===== config.mk =====
export PLATFORM = sky130hd
export DESIGN_NAME = am2909_next_addr_ctrl
export DESIGN_NICKNAME = d
export VERILOG_FILES = /design/src/rtl/am2909_ctrl_defs.vh /design/src/rtl/am2909_next_addr_ctrl_pkg.sv /design/src/rtl/am2909_next_addr_ctrl_seq_stack_tracker.sv /design/src/rtl/am2909_next_addr_ctrl.sv
export SDC_FILE = /design/constraint.sdc
export NUM_CORES = 1
export LEC_CHECK = 0
export ABC_AREA = 0
export BUFFER_PORTS_ARGS = -buffer_cell sky130_fd_sc_hd__buf_2
export CAP_MARGIN = 5
export CORE_MARGIN = 1
export CORE_UTILIZATION = 50
export DETAILED_ROUTE_END_ITERATION = 8
export PLACE_DENSITY_LB_ADDON = 0.1
export SLEW_MARGIN = 20
export SYNTH_ARGS = -nofsm -noshare
export SYNTH_HDL_FRONTEND = slang
export SYNTH_HIERARCHICAL = 1
export SYNTH_SLANG_ARGS = --single-unit

===== constraint.sdc =====
create_clock -name CP -period 4.6 [get_ports CP]
set_input_delay 0 -clock CP [delete_from_list [all_inputs] [get_ports CP]]
set_output_delay 0 -clock CP [all_outputs]
set_load 0.05 [all_outputs]

===== src/rtl/am2909_ctrl_defs.vh =====
// Opcode and source-select encodings for the Am2909 next-address controller,
// shared with the microassembler and benches that prefer textual macros.
`ifndef AM2909_CTRL_DEFS_VH
`define AM2909_CTRL_DEFS_VH

`define AM2909_OP_JZ   4'd0
`define AM2909_OP_CONT 4'd1
`define AM2909_OP_JMP  4'd2
`define AM2909_OP_CJP  4'd3
`define AM2909_OP_JSB  4'd4
`define AM2909_OP_CJS  4'd5
`define AM2909_OP_RTN  4'd6
`define AM2909_OP_CRTN 4'd7
`define AM2909_OP_LDCT 4'd8
`define AM2909_OP_RPCT 4'd9
`define AM2909_OP_LOOP 4'd10
`define AM2909_OP_PUSH 4'd11
`define AM2909_OP_LDAR 4'd12
`define AM2909_OP_JAR  4'd13
`define AM2909_OP_CJAR 4'd14
`define AM2909_OP_CHLD 4'd15

`define AM2909_S_UPC 2'b00
`define AM2909_S_AR  2'b01
`define AM2909_S_STK 2'b10
`define AM2909_S_D   2'b11

`endif


===== src/rtl/am2909_next_addr_ctrl_pkg.sv =====
// Shared types for the Am2909 next-address controller: opcode set and
// Am2909 source-select encodings.
package am2909_next_addr_ctrl_pkg;

  typedef enum logic [3:0] {
    OP_JZ   = 4'd0,
    OP_CONT = 4'd1,
    OP_JMP  = 4'd2,
    OP_CJP  = 4'd3,
    OP_JSB  = 4'd4,
    OP_CJS  = 4'd5,
    OP_RTN  = 4'd6,
    OP_CRTN = 4'd7,
    OP_LDCT = 4'd8,
    OP_RPCT = 4'd9,
    OP_LOOP = 4'd10,
    OP_PUSH = 4'd11,
    OP_LDAR = 4'd12,
    OP_JAR  = 4'd13,
    OP_CJAR = 4'd14,
    OP_CHLD = 4'd15
  } opcode_e;

  localparam logic [1:0] SRC_UPC = 2'b00;
  localparam logic [1:0] SRC_AR  = 2'b01;
  localparam logic [1:0] SRC_STK = 2'b10;
  localparam logic [1:0] SRC_D   = 2'b11;

endpackage


===== src/rtl/am2909_next_addr_ctrl_seq_stack_tracker.sv =====
// Shadow copy of the Am2909 file depth; refuses pushes when full and pops when
// empty, latching a sticky error instead.
module seq_stack_tracker #(
  parameter int STACK_DEPTH = 4,
  parameter int DW          = $clog2(STACK_DEPTH + 1)
) (
  input  logic          clk,
  input  logic          srst,
  input  logic          clear_i,
  input  logic          push_i,
  input  logic          pop_i,
  output logic [DW-1:0] depth_o,
  output logic          full_o,
  output logic          empty_o,
  output logic          err_o
);

  logic [DW-1:0] depth_q, depth_d;
  logic          err_q, err_d;

  assign full_o  = (depth_q == DW'(STACK_DEPTH));
  assign empty_o = (depth_q == '0);
  assign depth_o = depth_q;
  assign err_o   = err_q;

  always_comb begin
    depth_d = depth_q;
    err_d   = err_q;
    if (clear_i) begin
      depth_d = '0;
    end else if (push_i) begin
      if (full_o) err_d = 1'b1;
      else        depth_d = depth_q + DW'(1);
    end else if (pop_i) begin
      if (empty_o) err_d = 1'b1;
      else         depth_d = depth_q - DW'(1);
    end
  end

  always_ff @(posedge clk) begin
    if (srst) begin
      depth_q <= '0;
      err_q   <= 1'b0;
    end else begin
      depth_q <= depth_d;
      err_q   <= err_d;
    end
  end

endmodule


===== src/rtl/am2909_next_addr_ctrl.sv =====
// Next-address controller for cascaded Am2909 slices: combinational opcode
// decode, loop counter, and shadow stack-depth tracking.
module am2909_next_addr_ctrl
  import am2909_next_addr_ctrl_pkg::*;
#(
  parameter  int CNT_WIDTH   = 8,
  parameter  int STACK_DEPTH = 4,
  localparam int DW          = $clog2(STACK_DEPTH + 1)
) (
  input  logic                 CP,
  input  logic                 RST,
  input  logic [3:0]           I,
  input  logic                 CC,
  input  logic                 CCEN,
  input  logic [CNT_WIDTH-1:0] CNT_D,
  output logic [1:0]           S,
  output logic                 FE,
  output logic                 PUP,
  output logic                 RE,
  output logic                 ZERO,
  output logic                 CN,
  output logic                 CNT_ZERO,
  output logic [DW-1:0]        DEPTH,
  output logic                 FULL,
  output logic                 EMPTY,
  output logic                 ERR
);

  logic [CNT_WIDTH-1:0] cnt_q, cnt_d;
  logic                 pass;
  logic                 push_req, pop_req, clear_req;
  opcode_e              op;

  assign op       = opcode_e'(I);
  assign pass     = ~CCEN | CC;
  assign CNT_ZERO = (cnt_q == '0);

  always_comb begin
    S         = SRC_UPC;
    RE        = 1'b1;
    ZERO      = 1'b1;
    CN        = 1'b1;
    push_req  = 1'b0;
    pop_req   = 1'b0;
    clear_req = 1'b0;
    cnt_d     = cnt_q;
    if (RST) begin
      ZERO  = 1'b0;
      cnt_d = '0;
    end else begin
      case (op)
        OP_JZ:   begin ZERO = 1'b0; clear_req = 1'b1; end
        OP_CONT: ;
        OP_JMP:  S = SRC_D;
        OP_CJP:  if (pass) S = SRC_D;
        OP_JSB:  begin S = SRC_D; push_req = 1'b1; end
        OP_CJS:  if (pass) begin S = SRC_D; push_req = 1'b1; end
        OP_RTN:  begin S = SRC_STK; pop_req = 1'b1; end
        OP_CRTN: if (pass) begin S = SRC_STK; pop_req = 1'b1; end
        OP_LDCT: cnt_d = CNT_D;
        OP_RPCT: if (!CNT_ZERO) begin S = SRC_D; cnt_d = cnt_q - CNT_WIDTH'(1); end
        // Loop body start stays on the stack while iterating; popped on exit.
        OP_LOOP: begin
          if (!CNT_ZERO) begin
            S     = SRC_STK;
            cnt_d = cnt_q - CNT_WIDTH'(1);
          end else begin
            pop_req = 1'b1;
          end
        end
        OP_PUSH: begin push_req = 1'b1; if (pass) cnt_d = CNT_D; end
        OP_LDAR: RE = 1'b0;
        OP_JAR:  S = SRC_AR;
        OP_CJAR: if (pass) S = SRC_AR;
        OP_CHLD: if (pass) CN = 1'b0;
        default: ;
      endcase
    end
  end

  // Stack operations the tracker would reject never reach the Am2909 file.
  assign FE  = ~((push_req & ~FULL) | (pop_req & ~EMPTY));
  assign PUP = ~pop_req;

  always_ff @(posedge CP) begin
    if (RST) cnt_q <= '0;
    else     cnt_q <= cnt_d;
  end

  seq_stack_tracker #(
    .STACK_DEPTH (STACK_DEPTH),
    .DW          (DW)
  ) u_stack (
    .clk     (CP),
    .srst    (RST),
    .clear_i (clear_req),
    .push_i  (push_req),
    .pop_i   (pop_req),
    .depth_o (DEPTH),
    .full_o  (FULL),
    .empty_o (EMPTY),
    .err_o   (ERR)
  );

endmodule


=== Yosys cells after proc, flatten, opt, wreduce, memory -nomap -nowiden ===
Cells that the tools add are included.

* Bits of input ports: 16
* Output and inout port bits: 14
* Bits in registers: 12
* Word-level logic and storage cells: 83

* Reduce and logical (&&, ||, !) cells: 14
* Bitwise gates (word level): 10
* Equality and inequality tests: 20
* Mux-type cells: 33
* $add $sub $neg: 3

{| class="wikitable"
|+ Operators by type and width
! cell !! count
|-
| 4-bit == test (second input constant) || 8
|-
| 8-bit case mux with 3 select lines || 1
|-
| 1-bit 2-to-1 mux || 18
|-
| 4-bit by 3-bit == test with 1-bit output (second input constant) || 4
|-
| 8-bit 2-to-1 mux || 2
|-
| 2-bit case mux with 8 select lines || 1
|-
| 3-bit 2-to-1 mux || 4
|-
| 2-bit 2-to-1 mux || 5
|-
| 2-bit OR reduction || 5
|-
| 4-bit by 2-bit == test with 1-bit output (second input constant) || 2
|-
| 8-bit zero test || 1
|-
| 2-bit inequality test (second input constant) || 4
|-
| 8-bit by 1-bit subtractor with 8-bit output (second input constant) || 1
|-
| 1-bit NOT || 6
|-
| 3-bit AND reduction || 2
|-
| 4-bit zero test || 1
|-
| 4-bit AND reduction || 1
|-
| 2-bit nonzero test || 2
|-
| 3-bit by 1-bit adder with 3-bit output (second input constant) || 1
|-
| 3-bit == test (second input constant) || 1
|-
| 3-bit zero test || 1
|-
| 1-bit case mux with 3 select lines || 1
|-
| 3-bit nonzero test || 1
|-
| 3-bit by 1-bit subtractor with 3-bit output (second input constant) || 1
|-
| 4 further kinds || 6
|}

=== Depth between registers and ports, before layout ===
Gate-level depths: netlist of the first run.

* Depth in word-level cells: 8
* Gate-level depth with buffers: 11
* Depth with buffers taken out: 9

=== By module ===
The synthesis of the first run kept the hierarchy.

{| class="wikitable"
|+ Modules (own cells, without submodules)
! module !! cells each !! area each (um2) !! seq. area each (um2) !! instances
|-
| am2909_next_addr_ctrl || 117 || 855.8 || 160.2 || 1
|-
| seq_stack_tracker || 35 || 276.5 || 80.1 || 1
|}

=== Least setup slack after synthesis of the first run ===
Ideal clock, no wire load.

* Path kind: register to output
* Start point: reg u_stack.depth_q[0], in the netlist u_stack/depth_o[0]
* End point: out FE
* Setup slack: 1.871 ns
* Data arrival time: 2.729 ns
* Data required time: 4.600 ns
* Stages on the path, launching flop included: 4
* Path buffers: 1
* Path through: dfxtp_1 clkbuf_1 nor3_1 a2bb2oi_1

* Longest elaborated chain between the ends: 5
* Elaborated cells between the ends (all ways): 8
* Classes of those cells: 1 x eq/ne; 6 x bitwise; 1 x reduce/logical

{| class="wikitable"
|+ Ends and longest elaborated chain
! item !! RTL line !! text
|-
| start, declared || am2909_next_addr_ctrl_seq_stack_tracker.sv:18 || <nowiki>logic [DW-1:0] depth_q, depth_d;</nowiki>
|-
| start signal, assigned || am2909_next_addr_ctrl_seq_stack_tracker.sv:45 || <nowiki>depth_q <= depth_d;</nowiki>
|-
| 3-bit zero test || am2909_next_addr_ctrl_seq_stack_tracker.sv:22 || <nowiki>assign empty_o = (depth_q == '0);</nowiki>
|-
| net EMPTY || am2909_next_addr_ctrl.sv:25 || <nowiki>output logic EMPTY,</nowiki>
|-
| 1-bit NOT || am2909_next_addr_ctrl.sv:82 || <nowiki>assign FE = ~((push_req & ~FULL) | (pop_req & ~EMPTY));</nowiki>
|-
| 1-bit AND || am2909_next_addr_ctrl.sv:82 ||
|-
| 1-bit OR || am2909_next_addr_ctrl.sv:82 ||
|-
| 1-bit NOT || am2909_next_addr_ctrl.sv:82 ||
|-
| end, declared || am2909_next_addr_ctrl.sv:17 || <nowiki>output logic FE,</nowiki>
|}

The timed path passes the listed nets, and every way through them passes these cells.

=== Worst setup path in the final report of the first run ===
* Start point: reg cnt_q[0]
* End point: reg u_stack.depth_q[2], in the netlist u_stack/depth_o[2]

* Longest elaborated chain between the ends: 6

{| class="wikitable"
|+ Ends and longest elaborated chain
! item !! RTL line !! text
|-
| start, declared || am2909_next_addr_ctrl.sv:29 || <nowiki>logic [CNT_WIDTH-1:0] cnt_q, cnt_d;</nowiki>
|-
| start signal, assigned || am2909_next_addr_ctrl.sv:87 || <nowiki>else cnt_q <= cnt_d;</nowiki>
|-
| 8-bit zero test || am2909_next_addr_ctrl.sv:36 || <nowiki>assign CNT_ZERO = (cnt_q == '0);</nowiki>
|-
| 1-bit 2-to-1 mux || am2909_next_addr_ctrl.sv:64 || <nowiki>if (!CNT_ZERO) begin</nowiki>
|-
| 1-bit case mux with 3 select lines || am2909_next_addr_ctrl.sv:51 || <nowiki>case (op)</nowiki>
|-
| 1-bit 2-to-1 mux || am2909_next_addr_ctrl.sv:47 || <nowiki>if (RST) begin</nowiki>
|-
| net pop_req || am2909_next_addr_ctrl.sv:31 || <nowiki>logic push_req, pop_req, clear_req;</nowiki>
|-
| 2-bit nonzero test (no line) || - ||
|-
| 3-bit AND reduction (no line) || - ||
|}

The timed path passes the listed nets, and every way through them passes these cells.
A chain may end at the register's enable or synchronous reset.

==> results of run 1 <==
## Yosys cell counts, drive strengths merged, types with 2 or more instances
library cell,instances
dfxtp,12
nor2,11
inv,9
nand2,9
nor3,9
o21ai,9
a21oi,8
clkbuf,7
buf,5
or4,5
and2,4
nand3,4
nor4,4
o211ai,4
o311ai,4
a31oi,3
and3,3
nor2b,3
or3b,3
xnor2,3
a211oi,2
a21boi,2
and3b,2
ha,2
nand4,2
nor3b,2
o31ai,2
or3,2
xor2,2
## metrics by stage
stage                     instances  hold WS (ns)  utilization, %  instance area [µm²]
after floorplan                 152        0.0691               -                 1130
after global placement          196         0.274            61.4                 1250
after detailed placement        196         0.278            61.4                 1250
after CTS                       202        0.0248            64.2                 1310
after global routing            202        0.0483            64.2                 1310
final                           202        0.0256            64.2                 1310
## state kept, by name (all words and copies together) (netlist names)
| signal | flops |
|---|---|
| u_stack/err_o | 1 |
| cnt_q | 8 |
| u_stack/depth_o | 3 |
## per-layer routing
metal	part of all wire, %	GRT usage [%]	routed length, µm	vias up
li1	-	-	-	617
met1	49	31.7	1390	534
met2	44	41.0	1250	46
met3	6.3	4.32	179	2
met4	0.21	7.62	6	0
met5	0	0	0	-
## where the power goes
group          switching, mW  internal, mW
sequential           0.00591         0.109
clock                 0.0410        0.0482
combinational         0.0748        0.0393
total                  0.122         0.196
## cell families after synthesis
family | count (synthesis)
and+or+nand+nor | 67
AOI/OAI and AO/OA | 42
buffers and inverters | 21
DFF | 12
xor gates and xnor gates | 5
adders and majority gates | 3
muxes | 2
## worst min path at each step
stage / startpoint / endpoint / slack [ns]
2_1_floorplan: RST / u_stack/err_o / 0.07
3_3_place_gp: CNT_D[7] / cnt_q[7] / 0.27
3_5_place_dp: CNT_D[7] / cnt_q[7] / 0.28
4_1_cts: CNT_D[5] / cnt_q[5] / 0.02
5_1_grt: CNT_D[5] / cnt_q[5] / 0.05
6_report: CNT_D[5] / cnt_q[5] / 0.03
## final cells by class
| class | count | area, µm² |
|---|---|---|
| clock buffer | 4 | 36.3 |
| fill | 199 | 732 |
| inverter | 9 | 33.8 |
| multi-input combinational | 119 | 801 |
| sequential | 12 | 240 |
| tap | 27 | 33.8 |
| timing repair buffer | 31 | 165 |
## worst max-delay path, stage by stage, from the launching register on
cell and delay, ns:
sky130_fd_sc_hd__dfxtp_1 0.34, sky130_fd_sc_hd__inv_1 0.11, sky130_fd_sc_hd__ha_1 0.17, sky130_fd_sc_hd__or3b_2 0.51, sky130_fd_sc_hd__nor4_1 0.26, sky130_fd_sc_hd__o211ai_1 0.17
sky130_fd_sc_hd__inv_1 0.14, sky130_fd_sc_hd__or3b_1 0.38, sky130_fd_sc_hd__a21boi_1 0.15, sky130_fd_sc_hd__and3b_1 0.18
==> run metrics, run 1 <==
run status finished, final reports clean; Final Cycle Share 54.3%; Die Outline Area 0.00246 mm²; Slew Limit Fails 0; Synth Net Count 171; worst-case setup slack after placement 2.10 ns; total wire length after detailed routing 2.83 mm; critical setup path kind reg2reg; number of sinks on the clock net 12; total I/O pin count 30; path depth of the worst reg2reg path 9; Yosys warning count 6; largest net degree at the start of global routing 16; 1st-iter DRT viols 44; Worst Tran Pin Value 1.02 ns; number of buffers added for setup after CTS 0; DRC violations left 0; library cells used by synthesis 54; number of stages on the worst hold path 3; multiplexer share of the synthesized area 1.88%; Inserted Diodes 0; number of global-route vias before repair 1076; mean area per synthesized cell 7.45 µm²; sum of negative setup slack 0 ns; input/output buffers 29; gr usage total 24.5%; unrepaired setup endpoints after global routing false; Post-synth top flop sky130_fd_sc_hd__dfxtp_1; fraction of the yosys area taken by sequential cells 21.2%; number of failing hold endpoints at the final stage 0; required time of the critical path 4.79 ns; nets 195; count of flip-flops with a built-in enable after synthesis 0; clock tree from TritonCTS yes; Hold WC Path Type in2reg; y dimension of the die 49.6 µm; end of the worst register-to-register path u_stack/depth_o[2]; total overflow reported by the global router 0; leading cell type in the layout, fill and taps excluded sky130_fd_sc_hd__buf_2; worst-skew pair later-pin latency 0.28 ns; fraction of synthesized cell area in xor and xnor cells 3.87%; post-synthesis share of cell area spent on full adders, half adders and majority gates 3.98%; Synth-to-Final Area Change 15.7%; combinational family with the most area after synthesis simple AND/OR/NAND/NOR gates; routability-driven placement congestion ratio 0.861; mapped cell area 0.00113 mm²; hold buffer count at cts 2; Setup Viol. Count Final 0; leakage power total 0.512 nW; critical path capture point type flip-flop; Crit path arrival time 2.68 ns; CTS Buf Count 3; Core Footprint 0.00204 mm²; origin of the critical flop-to-flop path cnt_q[0]; number of synthesized register bits 12; Post-synth ARST share 0%; maximum clock frequency 401 MHz; Worst IR Drop VDD 0.138 mV; post-synth top area cell sky130_fd_sc_hd__dfxtp_1; crit path from cnt_q[0]; top-area cell type share of the netlist area 21.2%; Vias 1199; biggest area contributors in the synthesized netlist sky130_fd_sc_hd__dfxtp_1 21%, sky130_fd_sc_hd__nor3_1 4.0%, sky130_fd_sc_hd__o21ai_0 4.0%; proportion of layout cells with a drive suffix above 1 24.0%; headroom to the max-slew limit 31.3%; final setup skew 0.00458 ns; drt wl/cell 14.0 µm; CP Launch Type flip-flop; critical path peak fanout 5; Initial Utilization 55.5%; die width 49.6 µm; worst reg-to-reg setup slack 2.10 ns; clock period minus worst slack 2.50 ns; antenna violations before repair 0; first-pass GRT wire length 4.75 mm; TritonRoute pass-1 iters 4; clock-pin slew on the worst setup and hold paths 0.09 ns; number of antenna-violating nets in the routed design 0; CP endpoint u_stack/depth_o[2]; DP HPWL 2.07 mm; Std-Cell Rows 16; final worst-path setup slack 2.10 ns; largest buffer count on any clock path 2; post-layout total power 0.318 mW; most frequent cells in the layout 29 x sky130_fd_sc_hd__buf_2, 12 x sky130_fd_sc_hd__dfxtp_1, 11 x sky130_fd_sc_hd__nor2_1; # Max-Cap Violations 0; CTS Root Cell sky130_fd_sc_hd__clkbuf_4; Compound-Gate Fraction of Synth Area 25.2%; CTS resizes 0; Syn Inst Count 152; power density relative to cell area 243 mW/mm²; Max H-tree Level 1; detail-routed via count per cell 5.94; synthesized-area fraction occupied by and/or/nand/nor cells 35.8%
(Power assumes the default switching activity.)
==> run 2: changes to the inputs <==
==> constraint.sdc (replaced) <==
create_clock -name CP -period 2.3 [get_ports CP]
set_input_delay 0 -clock CP [delete_from_list [all_inputs] [get_ports CP]]
set_output_delay 0 -clock CP [all_outputs]
set_load 0.05 [all_outputs]
==> run metrics, run 2 (same netlist as run 1, synthesis figures left out) <==
run status finished, final reports clean (unchanged); total wire length after detailed routing 2.95 mm (was 2.83 mm); number of failing hold endpoints at the final stage 0 (unchanged); clock tree from TritonCTS yes (unchanged); number of global-route vias before repair 1077 (was 1076); Worst IR Drop VDD 0.420 mV (was 0.138 mV); number of antenna-violating nets in the routed design 0 (unchanged); input/output buffers 29 (unchanged); Worst Tran Pin Value 1.03 ns (was 1.02 ns); Std-Cell Rows 16 (unchanged); register with the most flip-flops cnt_q (unchanged); Inserted Diodes 0 (unchanged); critical setup path kind reg2reg (unchanged); Final Cycle Share 95.4% (was 54.3%); final setup skew 0.00584 ns (was 0.00458 ns); most frequent cells in the layout 29 x sky130_fd_sc_hd__buf_2, 11 x sky130_fd_sc_hd__nor2_1, 10 x sky130_fd_sc_hd__dfxtp_1 (was 29 x sky130_fd_sc_hd__buf_2, 12 x sky130_fd_sc_hd__dfxtp_1, 11 x sky130_fd_sc_hd__nor2_1); largest net degree at the start of global routing 16 (unchanged); CTS Root Cell sky130_fd_sc_hd__clkbuf_4 (unchanged); placed instance area 0.00132 mm² (was 0.00125 mm²); number of flip-flops under the largest register name 8 (unchanged); CP Launch Type flip-flop (unchanged); first-pass GRT wire length 4.84 mm (was 4.75 mm); total I/O pin count 30 (unchanged); worst-skew pair later-pin latency 0.28 ns (about the same); Setup Viol. Count Final 0 (unchanged); largest buffer count on any clock path 2 (unchanged); drt wl/cell 14.1 µm (was 14.0 µm); total overflow reported by the global router 0 (unchanged); clock-pin slew on the worst setup and hold paths 0.09 ns (about the same); summed area of non-filler cells in the final layout 0.00140 mm² (was 0.00131 mm²); Die Outline Area 0.00246 mm² (unchanged); y dimension of the die 49.6 µm (unchanged); Hold WC Path Type in2reg (unchanged); Slew Limit Fails 0 (unchanged); Crit path arrival time 2.37 ns (was 2.68 ns); worst-case setup slack after placement 0.112 ns (was 2.10 ns); Layout fillers 188 (was 199); required time of the critical path 2.48 ns (was 4.79 ns); routability-driven placement congestion ratio 0.921 (was 0.861); Vias 1287 (was 1199); maximum clock frequency 456 MHz (was 401 MHz); headroom to the max-slew limit 31.0% (was 31.3%); clock period minus worst slack 2.19 ns (was 2.50 ns); leakage power total 0.555 nW (was 0.512 nW); DRC violations left 0 (unchanged); number of sinks on the clock net 12 (unchanged); leading cell type in the layout, fill and taps excluded sky130_fd_sc_hd__buf_2 (unchanged); Max H-tree Level 1 (unchanged); Core Footprint 0.00204 mm² (unchanged); worst hold slack across all endpoints 0.0119 ns (was 0.0256 ns); gr usage total 25.5% (was 24.5%); DP HPWL 2.19 mm (was 2.07 mm); critical path peak fanout 5 (unchanged); TritonRoute pass-1 iters 4 (unchanged); area occupied by multi-input gates 835 µm² (was 801 µm²); proportion of layout cells with a drive suffix above 1 31.3% (was 24.0%); Synth-to-Final Area Change 23.5% (was 15.7%); power density relative to cell area 472 mW/mm² (was 243 mW/mm²); # Max-Cap Violations 0 (unchanged); flip-flop and latch area 243 µm² (was 240 µm²); antenna violations before repair 0 (unchanged); final worst-path setup slack 0.107 ns (was 2.10 ns); CTS Buf Count 3 (unchanged); Initial Utilization 55.5% (unchanged); 1st-iter DRT viols 48 (was 44); sum of negative setup slack 0 ns (unchanged); unrepaired setup endpoints after global routing false (unchanged); critical path capture point type flip-flop (unchanged); detail-routed via count per cell 6.16 (was 5.94); die width 49.6 µm (unchanged); nets 202 (was 195)
## run 2: changes by cell type in the layout (fill, tap and decap cells not counted), moves of 2 or more
cell                      delta
sky130_fd_sc_hd__buf_4       +7
sky130_fd_sc_hd__dfxtp_1     -2
sky130_fd_sc_hd__dfxtp_2     +2
sky130_fd_sc_hd__inv_1       -2
sky130_fd_sc_hd__inv_2       +2
## run 2: stage by stage
step | utilization (%) | power, mW | cells
6_report | 68.5 | 0.661 | 209
3_5_place_dp | 64.6 | 0.471 | 202
5_1_grt | 68.5 | 0.695 | 209
2_1_floorplan | - | 0.413 | 152
3_3_place_gp | 64.6 | 0.467 | 202
4_1_cts | 67.4 | 0.651 | 208
## run 2: critical path: stages (launching register included)
cell and delay [ns]:
sky130_fd_sc_hd__dfxtp_2 0.35, sky130_fd_sc_hd__inv_2 0.08, sky130_fd_sc_hd__ha_1 0.16, sky130_fd_sc_hd__or3b_4 0.41
sky130_fd_sc_hd__nor4_4 0.21, sky130_fd_sc_hd__o211ai_1 0.14, sky130_fd_sc_hd__inv_1 0.08, sky130_fd_sc_hd__or3b_1 0.36
sky130_fd_sc_hd__a21boi_1 0.12, sky130_fd_sc_hd__and3b_1 0.18
## run 2: cell type report
type	count	area share [%]
multi-input combinational	119	59.7
sequential	12	17.4
timing repair buffer	38	15.6
clock buffer	4	2.59
inverter	9	2.42
tap	27	2.42
## run 2: worst paths after layout
| path | from | to | slack, ns | depth (start not counted) |
|---|---|---|---|---|
| setup / recovery | cnt_q[0] | u_stack/depth_o[2] | 0.11 | 9 |
| hold / removal | CNT_D[5] | cnt_q[5] | 0.01 | 3 |
| setup reg to reg | cnt_q[0] | u_stack/depth_o[2] | 0.11 | 9 |
| hold reg to reg | u_stack/err_o | u_stack/err_o | 0.46 | 2 |
## run 2: timing repair
action | in CTS | in global routing
setup buffers | 0 | 1
endpoints found under the hold margin | 2 | 0
hold buffers | 2 | 0
endpoints found under the setup margin | 0 | 2
gates resized for setup | 0 | 2
## run 2: power by group
group,switching [mW],internal (mW)
clock,0.0814,0.0964
sequential,0.0111,0.218
combinational,0.161,0.0928
## run 2: routing by layer
metal / vias up / share of wire, % / track usage [%]
met5: - / 0 / 0
li1: 633 / - / -
met4: 0 / 0.64 / 5.71
met1: 605 / 47 / 34.2
met2: 47 / 46 / 40.8
met3: 2 / 7.1 / 6.48
==> run 3: changes to the inputs <==
==> constraint.sdc (replaced) <==
create_clock -name CP -period 2.3 [get_ports CP]
set_input_delay 0.46 -clock CP [delete_from_list [all_inputs] [get_ports CP]]
set_output_delay 0.46 -clock CP [all_outputs]
set_load 0.05 [all_outputs]
==> run metrics, run 3 (same netlist as run 1, synthesis figures left out) <==
run status finished, violations left (was finished, final reports clean); violations in the final reports setup timing; total I/O pin count 30 (unchanged); Final Cycle Share 107% (was 95.4%); clock tree from TritonCTS yes (unchanged); post-layout total power 0.744 mW (was 0.661 mW); power density relative to cell area 462 mW/mm² (was 472 mW/mm²); Std-Cell Rows 16 (unchanged); Crit path arrival time 2.00 ns (was 2.37 ns); number of sinks on the clock net 12 (unchanged); DRC violations left 0 (unchanged); worst-skew pair later-pin latency 0.27 ns (was 0.28 ns); antenna violations before repair 0 (unchanged); maximum clock frequency 407 MHz (was 456 MHz); clock-pin slew on the worst setup and hold paths 0.08 ns (was 0.09 ns); largest incremental delay on the critical path 0.57 ns (was 0.41 ns); register with the most flip-flops cnt_q (unchanged); Setup Viol. Count Final 3 (was 0); critical setup path kind reg2out (was reg2reg); drt wl/cell 16.2 µm (was 14.1 µm); placed instance area 0.00145 mm² (was 0.00132 mm²); family with the most delay on the worst path simple AND/OR/NAND/NOR gates (unchanged); total wire length after detailed routing 3.68 mm (was 2.95 mm); first-pass GRT wire length 5.49 mm (was 4.84 mm); required time of the critical path 1.84 ns (was 2.48 ns); critical path peak fanout 3 (was 5); number of flip-flops under the largest register name 8 (unchanged); Slew Limit Fails 0 (unchanged); Core Footprint 0.00204 mm² (unchanged); largest buffer count on any clock path 2 (unchanged); # Max-Cap Violations 0 (unchanged); number of buffers and inverters on the critical path 1 (was 2); TritonRoute pass-1 iters 4 (unchanged); total overflow reported by the global router 0 (unchanged); final setup skew 0.00914 ns (was 0.00584 ns); number of failing hold endpoints at the final stage 0 (unchanged); die width 49.6 µm (unchanged); GRT busiest layer met2 (unchanged); Inserted Diodes 0 (unchanged); proportion of layout cells with a drive suffix above 1 42.5% (was 31.3%); worst reg-to-reg setup slack 0.02 ns (was 0.11 ns); number of antenna-violating nets in the routed design 0 (unchanged); nets 220 (was 202); Placed Instances 215 (was 202); unrepaired setup endpoints after global routing true (was false); combinational group share of total power 46.3% (was 38.4%); Synth-to-Final Area Change 42.3% (was 23.5%); cell breakdown of the critical path or4_4 -> nor4_2 -> o211ai_1 -> a2bb2oi_4 -> buf_6 (was inv_2 -> ha_1 -> or3b_4 -> nor4_4 -> o211ai_1 -> inv_1 -> or3b_1 -> a21boi_1 -> and3b_1); sum of negative setup slack -0.337 ns (was 0 ns); clock period minus worst slack 2.46 ns (was 2.19 ns); sequential share of power 30.9% (was 34.7%); headroom to the max-slew limit 68.0% (was 31.0%); 1st-iter DRT viols 67 (was 48); Hold WC Path Type in2reg (unchanged); met2 usage in global routing 49.1% (was 40.8%); input/output buffers 29 (unchanged); gr usage total 28.4% (was 25.5%); critical path capture point type primary output (was flip-flop); Max H-tree Level 1 (unchanged); worst hold slack across all endpoints 0.435 ns (was 0.0119 ns); Vias 1409 (was 1287); most frequent cells in the layout 26 x sky130_fd_sc_hd__buf_4, 25 x sky130_fd_sc_hd__buf_2, 11 x sky130_fd_sc_hd__nor2_1 (was 29 x sky130_fd_sc_hd__buf_2, 11 x sky130_fd_sc_hd__nor2_1, 10 x sky130_fd_sc_hd__dfxtp_1); Die Outline Area 0.00246 mm² (unchanged); y dimension of the die 49.6 µm (unchanged); final worst-path setup slack -0.160 ns (was 0.107 ns); number of global-route vias before repair 1254 (was 1077); routability-driven placement congestion ratio 0.902 (was 0.921); Switching Share 37.1% (was 38.3%); non-filler instance count after layout 227 (was 209); M1 GR Usage 34.6% (was 34.2%); detail-routed via count per cell 6.21 (was 6.16); GR Layer Usage met3 8.33% (was 6.48%); Initial Utilization 55.5% (unchanged); leading cell type in the layout, fill and taps excluded sky130_fd_sc_hd__buf_4 (was sky130_fd_sc_hd__buf_2); net switching power 0.276 mW (was 0.253 mW); largest net degree at the start of global routing 12 (was 16); Internal Pwr Total 0.468 mW (was 0.407 mW); master of the slowest instance on the critical path sky130_fd_sc_hd__or4_4 (was sky130_fd_sc_hd__or3b_4); summed area of non-filler cells in the final layout 0.00161 mm² (was 0.00140 mm²); leakage power total 0.668 nW (was 0.555 nW); CTS Buf Count 3 (unchanged); portion of total power attributed to the clock network 22.8% (was 26.9%); Worst Tran Pin Value 0.476 ns (was 1.03 ns); Worst IR Drop VDD 0.348 mV (was 0.420 mV); DP HPWL 2.40 mm (was 2.19 mm); CP Launch Type flip-flop (unchanged); CTS Root Cell sky130_fd_sc_hd__clkbuf_4 (unchanged)
[run 3: final timing paths]
path | from | to | cells past startpoint
worst max-delay path | cnt_q[4] | FE | 5
worst min-delay path | CNT_D[0] | cnt_q[0] | 3
worst max register to register | cnt_q[4] | u_stack/depth_o[2] | 7
worst min register to register | u_stack/err_o | u_stack/err_o | 2
[run 3: worst register-to-register path, cell delays in order, from the launching register on]
cell                       delay (ns)
sky130_fd_sc_hd__dfxtp_2         0.33
sky130_fd_sc_hd__or4_4           0.57
sky130_fd_sc_hd__nor4_2          0.26
sky130_fd_sc_hd__o211ai_1        0.23
sky130_fd_sc_hd__inv_1           0.12
sky130_fd_sc_hd__or3b_1          0.37
sky130_fd_sc_hd__a21boi_1        0.13
sky130_fd_sc_hd__and3b_1         0.18
[run 3: cell type report]
| type | instances | area [µm²] |
|---|---|---|
| multi-input combinational | 119 | 878 |
| tap | 27 | 33.8 |
| timing repair buffer | 56 | 380 |
| clock buffer | 4 | 36.3 |
| inverter | 9 | 38.8 |
| sequential | 12 | 244 |
| fill | 151 | 430 |
[run 3: what timing repair did]
action | CTS | global route
pin swaps | 3 | 2
endpoints found under the setup margin | 6 | 6
endpoints found under the hold margin | 0 | 0
hold buffers | 0 | 0
gates resized for setup | 13 | 9
setup buffers | 3 | 5
[run 3: power by group through the flow]
stage | logic, mW | registers (mW) | clock network (mW)
CTS | 0.303 | 0.228 | 0.173
finish | 0.345 | 0.230 | 0.169
global route | 0.364 | 0.232 | 0.185
detailed placement | 0.272 | 0.234 | 0
floorplan | 0.189 | 0.236 | 0
global placement | 0.266 | 0.233 | 0
[run 3: metal layers]
layer  part of all wire (%)  up-vias
met5                      0        -
met4                    1.8        0
met3                    9.6       15
met2                     49       84
met1                     40      643
li1                       -      667
[run 3: stage by stage]
stage          worst slack [ns]  utilization (%)
6_report                 -0.160             78.9
5_1_grt                  -0.226             78.9
4_1_cts                  -0.157             75.6
3_5_place_dp             -0.192             71.0
3_3_place_gp             -0.132             71.0
2_1_floorplan            -0.369                -
